$ cat config.mk
export PLATFORM = sky130hd
export DESIGN_NAME = rr_arbiter4_flat
export DESIGN_NICKNAME = d
export VERILOG_FILES = /design/src/rtl/rr_arbiter4_if.sv /design/src/rtl/rr_arbiter4.sv /design/src/flat_wrapper.sv
export SDC_FILE = /design/constraint.sdc
export NUM_CORES = 1
export LEC_CHECK = 0
export CAP_MARGIN = 20
export CORE_UTILIZATION = 53
export CTS_CLUSTER_SIZE = 25
export DETAILED_ROUTE_END_ITERATION = 7
export GPL_TIMING_DRIVEN = 0
export MAX_ROUTING_LAYER = met4
export PLACE_DENSITY = 0.86
export SLEW_MARGIN = 20
export SYNTH_ARGS = -nofsm -noshare
export SYNTH_HDL_FRONTEND = slang
export SYNTH_SLANG_ARGS = --single-unit
$ cat constraint.sdc
create_clock -name clk -period 3.6 [get_ports clk]
set_input_delay 0.72 -clock clk [delete_from_list [all_inputs] [get_ports clk]]
set_output_delay 0.72 -clock clk [all_outputs]
set_load 0.02 [all_outputs]
$ cat src/rtl/rr_arbiter4_if.sv
// Request/grant bundle between four clients and the round-robin arbiter.
interface rr_arbiter4_if;
    logic [3:0] req;
    logic [3:0] gnt;
    logic [1:0] gnt_idx;
    logic       gnt_valid;
    logic       hold_timeout;

    // Client side: drives requests, observes grants
    modport master (
        output req,
        input  gnt,
        input  gnt_idx,
        input  gnt_valid,
        input  hold_timeout
    );

    // Arbiter side: observes requests, drives grants
    modport slave (
        input  req,
        output gnt,
        output gnt_idx,
        output gnt_valid,
        output hold_timeout
    );
endinterface

$ cat src/rtl/rr_arbiter4.sv
// Four-client round-robin arbiter with bounded grant tenure.
// A grant is held while its owner keeps requesting, for at most HOLD_MAX
// cycles; on release the owner drops to lowest priority and the next
// requester in rotation is granted on the same edge.
module rr_arbiter4 #(
    parameter int unsigned HOLD_MAX = 8
) (
    input  logic          clk,
    input  logic          rst,
    rr_arbiter4_if.slave  bus
);

    localparam int unsigned CNT_W = (HOLD_MAX > 1) ? $clog2(HOLD_MAX) : 1;
    localparam logic [CNT_W-1:0] CNT_LAST = CNT_W'(HOLD_MAX - 1);

    typedef enum logic {
        IDLE = 1'b0,
        BUSY = 1'b1
    } state_t;

    state_t           state;
    logic [1:0]       ptr;
    logic [1:0]       owner;
    logic [CNT_W-1:0] cnt;
    logic [3:0]       gnt_q;
    logic             gnt_valid_q;
    logic             hold_timeout_q;

    logic [1:0]       search_base_c;
    logic [1:0]       winner_c;
    logic             any_req_c;
    logic             at_limit_c;
    logic             release_c;

    // First requester found scanning base, base+1, base+2, base+3 (mod 4)
    function automatic logic [1:0] pick(input logic [3:0] r, input logic [1:0] base);
        logic [1:0] sel;
        logic [1:0] idx;
        sel = base;
        for (int k = 3; k >= 0; k--) begin
            idx = base + 2'(k);
            if (r[idx]) begin
                sel = idx;
            end
        end
        return sel;
    endfunction

    // Search order: ptr from IDLE; a release re-searches from owner+1,
    // which is the ptr value that release installs.
    always_comb begin
        search_base_c = ptr;
        if (state == BUSY) begin
            search_base_c = owner + 2'd1;
        end
        winner_c   = pick(bus.req, search_base_c);
        any_req_c  = |bus.req;
        at_limit_c = (cnt == CNT_LAST);
        release_c  = (state == BUSY) && (!bus.req[owner] || at_limit_c);
    end

    // Arbitration state and registered outputs
    always_ff @(posedge clk) begin
        if (rst) begin
            state          <= IDLE;
            ptr            <= 2'd0;
            owner          <= 2'd0;
            cnt            <= '0;
            gnt_q          <= 4'b0000;
            gnt_valid_q    <= 1'b0;
            hold_timeout_q <= 1'b0;
        end else begin
            hold_timeout_q <= 1'b0;
            if (state == IDLE) begin
                if (any_req_c) begin
                    state       <= BUSY;
                    owner       <= winner_c;
                    cnt         <= '0;
                    gnt_q       <= 4'b0001 << winner_c;
                    gnt_valid_q <= 1'b1;
                end
            end else begin
                if (!release_c) begin
                    cnt <= cnt + CNT_W'(1);
                end else begin
                    ptr            <= owner + 2'd1;
                    hold_timeout_q <= at_limit_c && bus.req[owner];
                    if (any_req_c) begin
                        owner <= winner_c;
                        cnt   <= '0;
                        gnt_q <= 4'b0001 << winner_c;
                    end else begin
                        state       <= IDLE;
                        gnt_q       <= 4'b0000;
                        gnt_valid_q <= 1'b0;
                    end
                end
            end
        end
    end

    // Owner register doubles as the index output so it persists through IDLE
    assign bus.gnt          = gnt_q;
    assign bus.gnt_idx      = owner;
    assign bus.gnt_valid    = gnt_valid_q;
    assign bus.hold_timeout = hold_timeout_q;

endmodule

$ cat src/flat_wrapper.sv
// flat-port wrapper written by rule: the top's interface ports become plain ports
module rr_arbiter4_flat 
#(
    parameter int unsigned HOLD_MAX = 8
)
  (clk, rst, bus_req, bus_gnt, bus_gnt_idx, bus_gnt_valid, bus_hold_timeout);
  rr_arbiter4_if bus_i ();
  input  logic clk;
  input  logic rst;
  input wire logic [$bits(bus_i.req)-1:0] bus_req;
  output wire logic [$bits(bus_i.gnt)-1:0] bus_gnt;
  output wire logic [$bits(bus_i.gnt_idx)-1:0] bus_gnt_idx;
  output wire logic [$bits(bus_i.gnt_valid)-1:0] bus_gnt_valid;
  output wire logic [$bits(bus_i.hold_timeout)-1:0] bus_hold_timeout;
  assign bus_i.req = bus_req;
  assign bus_gnt = bus_i.gnt;
  assign bus_gnt_idx = bus_i.gnt_idx;
  assign bus_gnt_valid = bus_i.gnt_valid;
  assign bus_hold_timeout = bus_i.hold_timeout;
  rr_arbiter4 #(.HOLD_MAX(HOLD_MAX)) u_core (.clk(clk), .rst(rst), .bus(bus_i));
endmodule
; ---- Yosys cells after proc, flatten, opt, wreduce, memory -nomap -nowiden
; Index checks and enable logic that the tools add are counted.
[classes]
n_addsub = 5
order_cmp = 5
n_eq_ne = 3
shifts = 1
muxes = 32
bitwise = 2
reduce_logical = 10
[ops]
columns = cell, n
row1 = two-way mux 2 bit, 8
row2 = two-way mux 4 bit, 4
row3 = < comparator 2 x 3 -> 1 bit (second input constant), 5
row4 = two-way mux 1 bit, 12
row5 = binary-select mux 1 bit (select 2 bit), 5
row6 = two-way mux 3 bit, 3
row7 = adder 2 x 1 -> 2 bit (second input constant), 2
row8 = adder 2 bit (second input constant), 2
row9 = inequality test 2 bit (second input constant), 2
row10 = AND reduction 2 bit, 2
row11 = OR reduction 4 bit, 1
row12 = << shifter 1 x 2 -> 4 bit (first input constant), 1
row13 = adder 3 x 1 -> 3 bit (second input constant), 1
row14 = == test 3 bit (second input constant), 1
row15 = AND reduction 3 bit, 1
row16 = OR reduction 3 bit, 1
row17 = logical AND 1 bit, 2
row18 = NOT 1 bit, 2
row19 = nonzero test 2 bit, 1
row20 = zero test 1 bit, 1
row21 = logical OR 1 bit, 1
[word_totals]
ff_bits = 14
in_bits = 6
out_inout_bits = 8
wordCells = 65

; ---- Depth between registers and ports, before layout
[logic_depth]
word_depth = 13
mapped_depth = 7
mapped_depth_nobuf = 7

; ---- Worst setup path before layout
; No wires, ideal clock.
[synth_timing]
path_type = input port to flip-flop
startpoint = input bus_req[3]
endpoint = register u_core.gnt_valid_q (netlist: u_core.bus.gnt_valid)
setup_time_ns = 0.128
arrival_ns = 1.858
required_time_ns = 3.472
slack_ns = 1.614
path_stages = 5
n_path_buf = 0
cell_sequence = mux4_2 -> a21boi_0 -> nand2_1 -> a21oi_1 -> nor2_1
[synth_between]
elab_chain_len = 7
elab_cells_between_ends = 10
cone_classes = eq/ne: 2 / mux: 2 / reduce/logical: 6
[synth_rtl]
columns = element, line_no
row1 = from (decl), flat_wrapper.sv:10  ; input wire logic [$bits(bus_i.req)-1:0] bus_req;
row2 = binary-select mux 1 bit (select 2 bit), rr_arbiter4.sv:59  ; release_c = (state == BUSY) && (!bus.req[owner] || at_limit_c);
row3 = two-way mux 1 bit (implied by the code), rr_arbiter4.sv:59
row4 = zero test 1 bit, rr_arbiter4.sv:59
row5 = logical OR 1 bit, rr_arbiter4.sv:59
row6 = logical AND 1 bit, rr_arbiter4.sv:59
row7 = inequality test 2 bit (no source line), -
row8 = AND reduction 3 bit (no source line) *, -
row9 = to (signal assigned), rr_arbiter4.sv:70  ; gnt_valid_q <= 1'b0;
row10 = to (signal assigned), rr_arbiter4.sv:80  ; gnt_valid_q <= 1'b1;
row11 = to (signal assigned), rr_arbiter4.sv:95  ; gnt_valid_q <= 1'b0;
row12 = to (decl), rr_arbiter4.sv:26  ; logic gnt_valid_q;
; Every way passes the cells marked *; elsewhere a longest branch is shown, timed or not. The select of a mux whose other input is x is not followed.
; A chain may end at the register's enable or synchronous reset.

; ---- Final worst setup path
[layout_timing]
startpoint = input bus_req[0]
endpoint = register u_core.gnt_valid_q (netlist: u_core.bus.gnt_valid)
; Same word-level chain as after synthesis.

==> flow_metrics.tcl <==
set metrics [dict create \
    outcome "finished, final reports clean" \
    place_ws_ps 854 \
    top_usage_layer "met2" \
    antenna_cells 0 \
    final_nets 110 \
    grt_max_degree 11 \
    finalClockSkew_ps 3.76 \
    clock_sinks 14 \
    antenna_found_initial 0 \
    finalCritPeriodShare_pct 67.7 \
    path_max_fanout 7 \
    htreeDepth 1 \
    die_h_um 39.4 \
    globalRouteMet1Util_pct 27.0 \
    min-delay-start "u_core.bus.gnt[2]" \
    hp-class "reg2reg" \
    clk_path_buf_depth 2 \
    grt-ovfl-total 0 \
    cp-end-kind "register" \
    reg2reg_depth 5 \
    finalCriticalPeriod_ps 2440 \
    synth-warning-count 0 \
    synth_cell_types 33 \
    drt_iter0_markers 13 \
    rr_startpoint "u_core.bus.gnt_idx[0]" \
    seq_area_frac_synth_pct 37.8 \
    cts_made_buffers 3 \
    wire_per_inst_um 13.0 \
    track_usage_pct 21.7 \
    vias 667 \
    finalSetupViolCount 0 \
    hold_viol_final 0 \
    final_max_slew_viol_count 0 \
    reg2reg_slack_ps 1640 \
    grt_use_met3_pct 3.41 \
    leakage_nw 0.374 \
    synth-seq-cells 14 \
    worst_pin_slew_ps 706 \
    drc 0 \
    syn-cell-area_um2 742 \
    grt_pass1_wl_um 2150 \
    dpl.hpwl_um 1110 \
    clk_latency_ps 290 \
    clkSlewWorstSetupHoldPaths_ps 90 \
    drv_cap 0 \
    final_cell_mix "14 x nor2_1, 14 x dfxtp_1, 13 x clkdlybuf4s50_1" \
    fmax_mhz 411 \
    r2r-end "u_core.bus.gnt_valid" \
    vias_per_cell 5.75 \
    layout_setup_ws_ps 1160 \
    holdPathStages 2 \
    p_per_area_nw_per_um2 437 \
    worstPathRequired_ps 3770 \
    arrival_ps 2600 \
    hold_buffers 0 \
    ir_drop_uv 244 \
    grt_pass1_vias 529 \
    gp_congestion 0.761 \
    syn_area_per_cell_um2 8.83 \
    drive_gt1_share_pct 10.9 \
    io_pins 14 \
    cp_slowest_cell "mux4_2" \
    postSynthCellCount 84 \
    crit_path_cell_trace "clkdlybuf4s50_1 > mux4_2 > a21boi_0 > nand2_1 > a21oi_1 > nor2_1" \
    start_util_pct 57.0 \
    ant_nets 0 \
    worstSetupStartpointType "input port" \
    relSlewSlack_pct 52.6 \
    fillers 114 \
    total_power_mw 0.405 \
    clockRootBuffer "clkbuf_4" \
    synth_nets 92 \
    drt_first_pass_iters 4 \
    portBuffers 13 \
    area_growth_pct 25.0 \
    dieWidth_um 39.4 \
    max_stage_delay_ps 550 \
    tns_ps 0 \
    post_cts.repair.setup_buffers 0 \
    cts_tree "done" \
    crit_type "in2reg" \
    die_area_um2 1550 \
    min_to "u_core.bus.gnt[2]" \
    rsz0062_at_grt "no" \
    postCtsResizedCells 0 \
    grt_use_met2_pct 32.8 \
    placementRows 13 \
    wl_um 1510 \
    core_area_um2 1300 \
]
layer usage:
metal	vias up	routed length, µm
met2	18	697
met3	2	55
met4	0	20
li1	344	-
met5	-	0
met1	303	732
final cells by class:
type | count | area [µm²] | area share, %
Timing Repair Buffer | 13 | 130 | 14.0
Tap cell | 15 | 18.8 | 2.02
Clock buffer | 4 | 36.3 | 3.91
Inverter | 4 | 15.0 | 1.62
Buffer | 2 | 8.76 | 0.945
Sequential cell | 14 | 280 | 30.2
Multi-Input combinational cell | 64 | 438 | 47.2
metrics by stage:
step	hold slack (ps)	area, µm²	util, %	instances
6_report	467	927	71.3	116
5_1_grt	505	927	71.3	116
4_1_cts	472	927	71.3	116
3_5_place_dp	445	891	68.5	112
3_3_place_gp	441	891	68.5	112
2_1_floorplan	481	742	-	84
state kept, by name, summed over array words and instances (netlist names):
signal and flops:
u_core.ptr 2, u_core.cnt 3, u_core.bus.gnt 4, u_core.bus.gnt_idx 2
u_core.state 1, u_core.bus.hold_timeout 1, u_core.bus.gnt_valid 1
how the worst max path moves through the flow:
stage	start	endpoint	cells past startpoint
3_5_place_dp	bus_req[0]	u_core.bus.gnt_valid	6
6_report	bus_req[0]	u_core.bus.gnt_valid	6
2_1_floorplan	bus_req[3]	u_core.bus.gnt_valid	5
5_1_grt	bus_req[0]	u_core.bus.gnt_valid	6
3_3_place_gp	bus_req[0]	u_core.bus.gnt[3]	5
4_1_cts	bus_req[0]	u_core.bus.gnt_valid	6
critical path: cells and delay by family:
kind | cells | cell delay [ps]
AO/OA/AOI/OAI | 2 | 630
multiplexers | 1 | 550
buffers and inverters | 1 | 530
AND/OR/NAND/NOR | 2 | 160
kinds of logic after synthesis:
kind of cell	share of synthesized area [%]
simple gates	23.6
compound gates	22.4
flops	37.8
buf+inv	3.20
mux	8.43
fa+ha+maj	3.37
xor+xnor	1.18
Yosys cell counts:
cell      instances  share of area (%)
dfxtp_1          14                 38
nor2_1           14                7.1
a21oi_1           7                4.7
nand2_1           7                3.5
inv_1             4                2.0
mux2i_1           4                5.4
nand2b_1          3                2.5
a22oi_1           2                2.0
a32o_1            2                2.7
ha_1              2                3.4
nand3_1           2                1.3
nor3_1            2                1.3
a211oi_1          1                1.0
a21boi_0          1                1.0
a21o_1            1                1.0
a22o_1            1                1.2
a32o_2            1                1.5
a32oi_1           1                1.2
buf_2             1               0.67
clkbuf_1          1               0.51
mux4_2            1                3.0
nand2b_4          1                1.9
nand3_2           1                1.3
nor4_2            1                1.7
o21a_1            1                1.0
o21ai_0           1               0.67
o31ai_1           1                1.0
o41ai_1           1                1.2
o41ai_2           1                2.2
or2b_1            1                1.0
or3_1             1               0.84
or4_1             1                1.0
xor2_1            1                1.2
power by group:
part | switching, mW | internal (mW)
registers | 0.0115 | 0.167
clock network | 0.0553 | 0.0616
logic | 0.0585 | 0.0507
No activity file was read; power rests on OpenSTA's default activity.
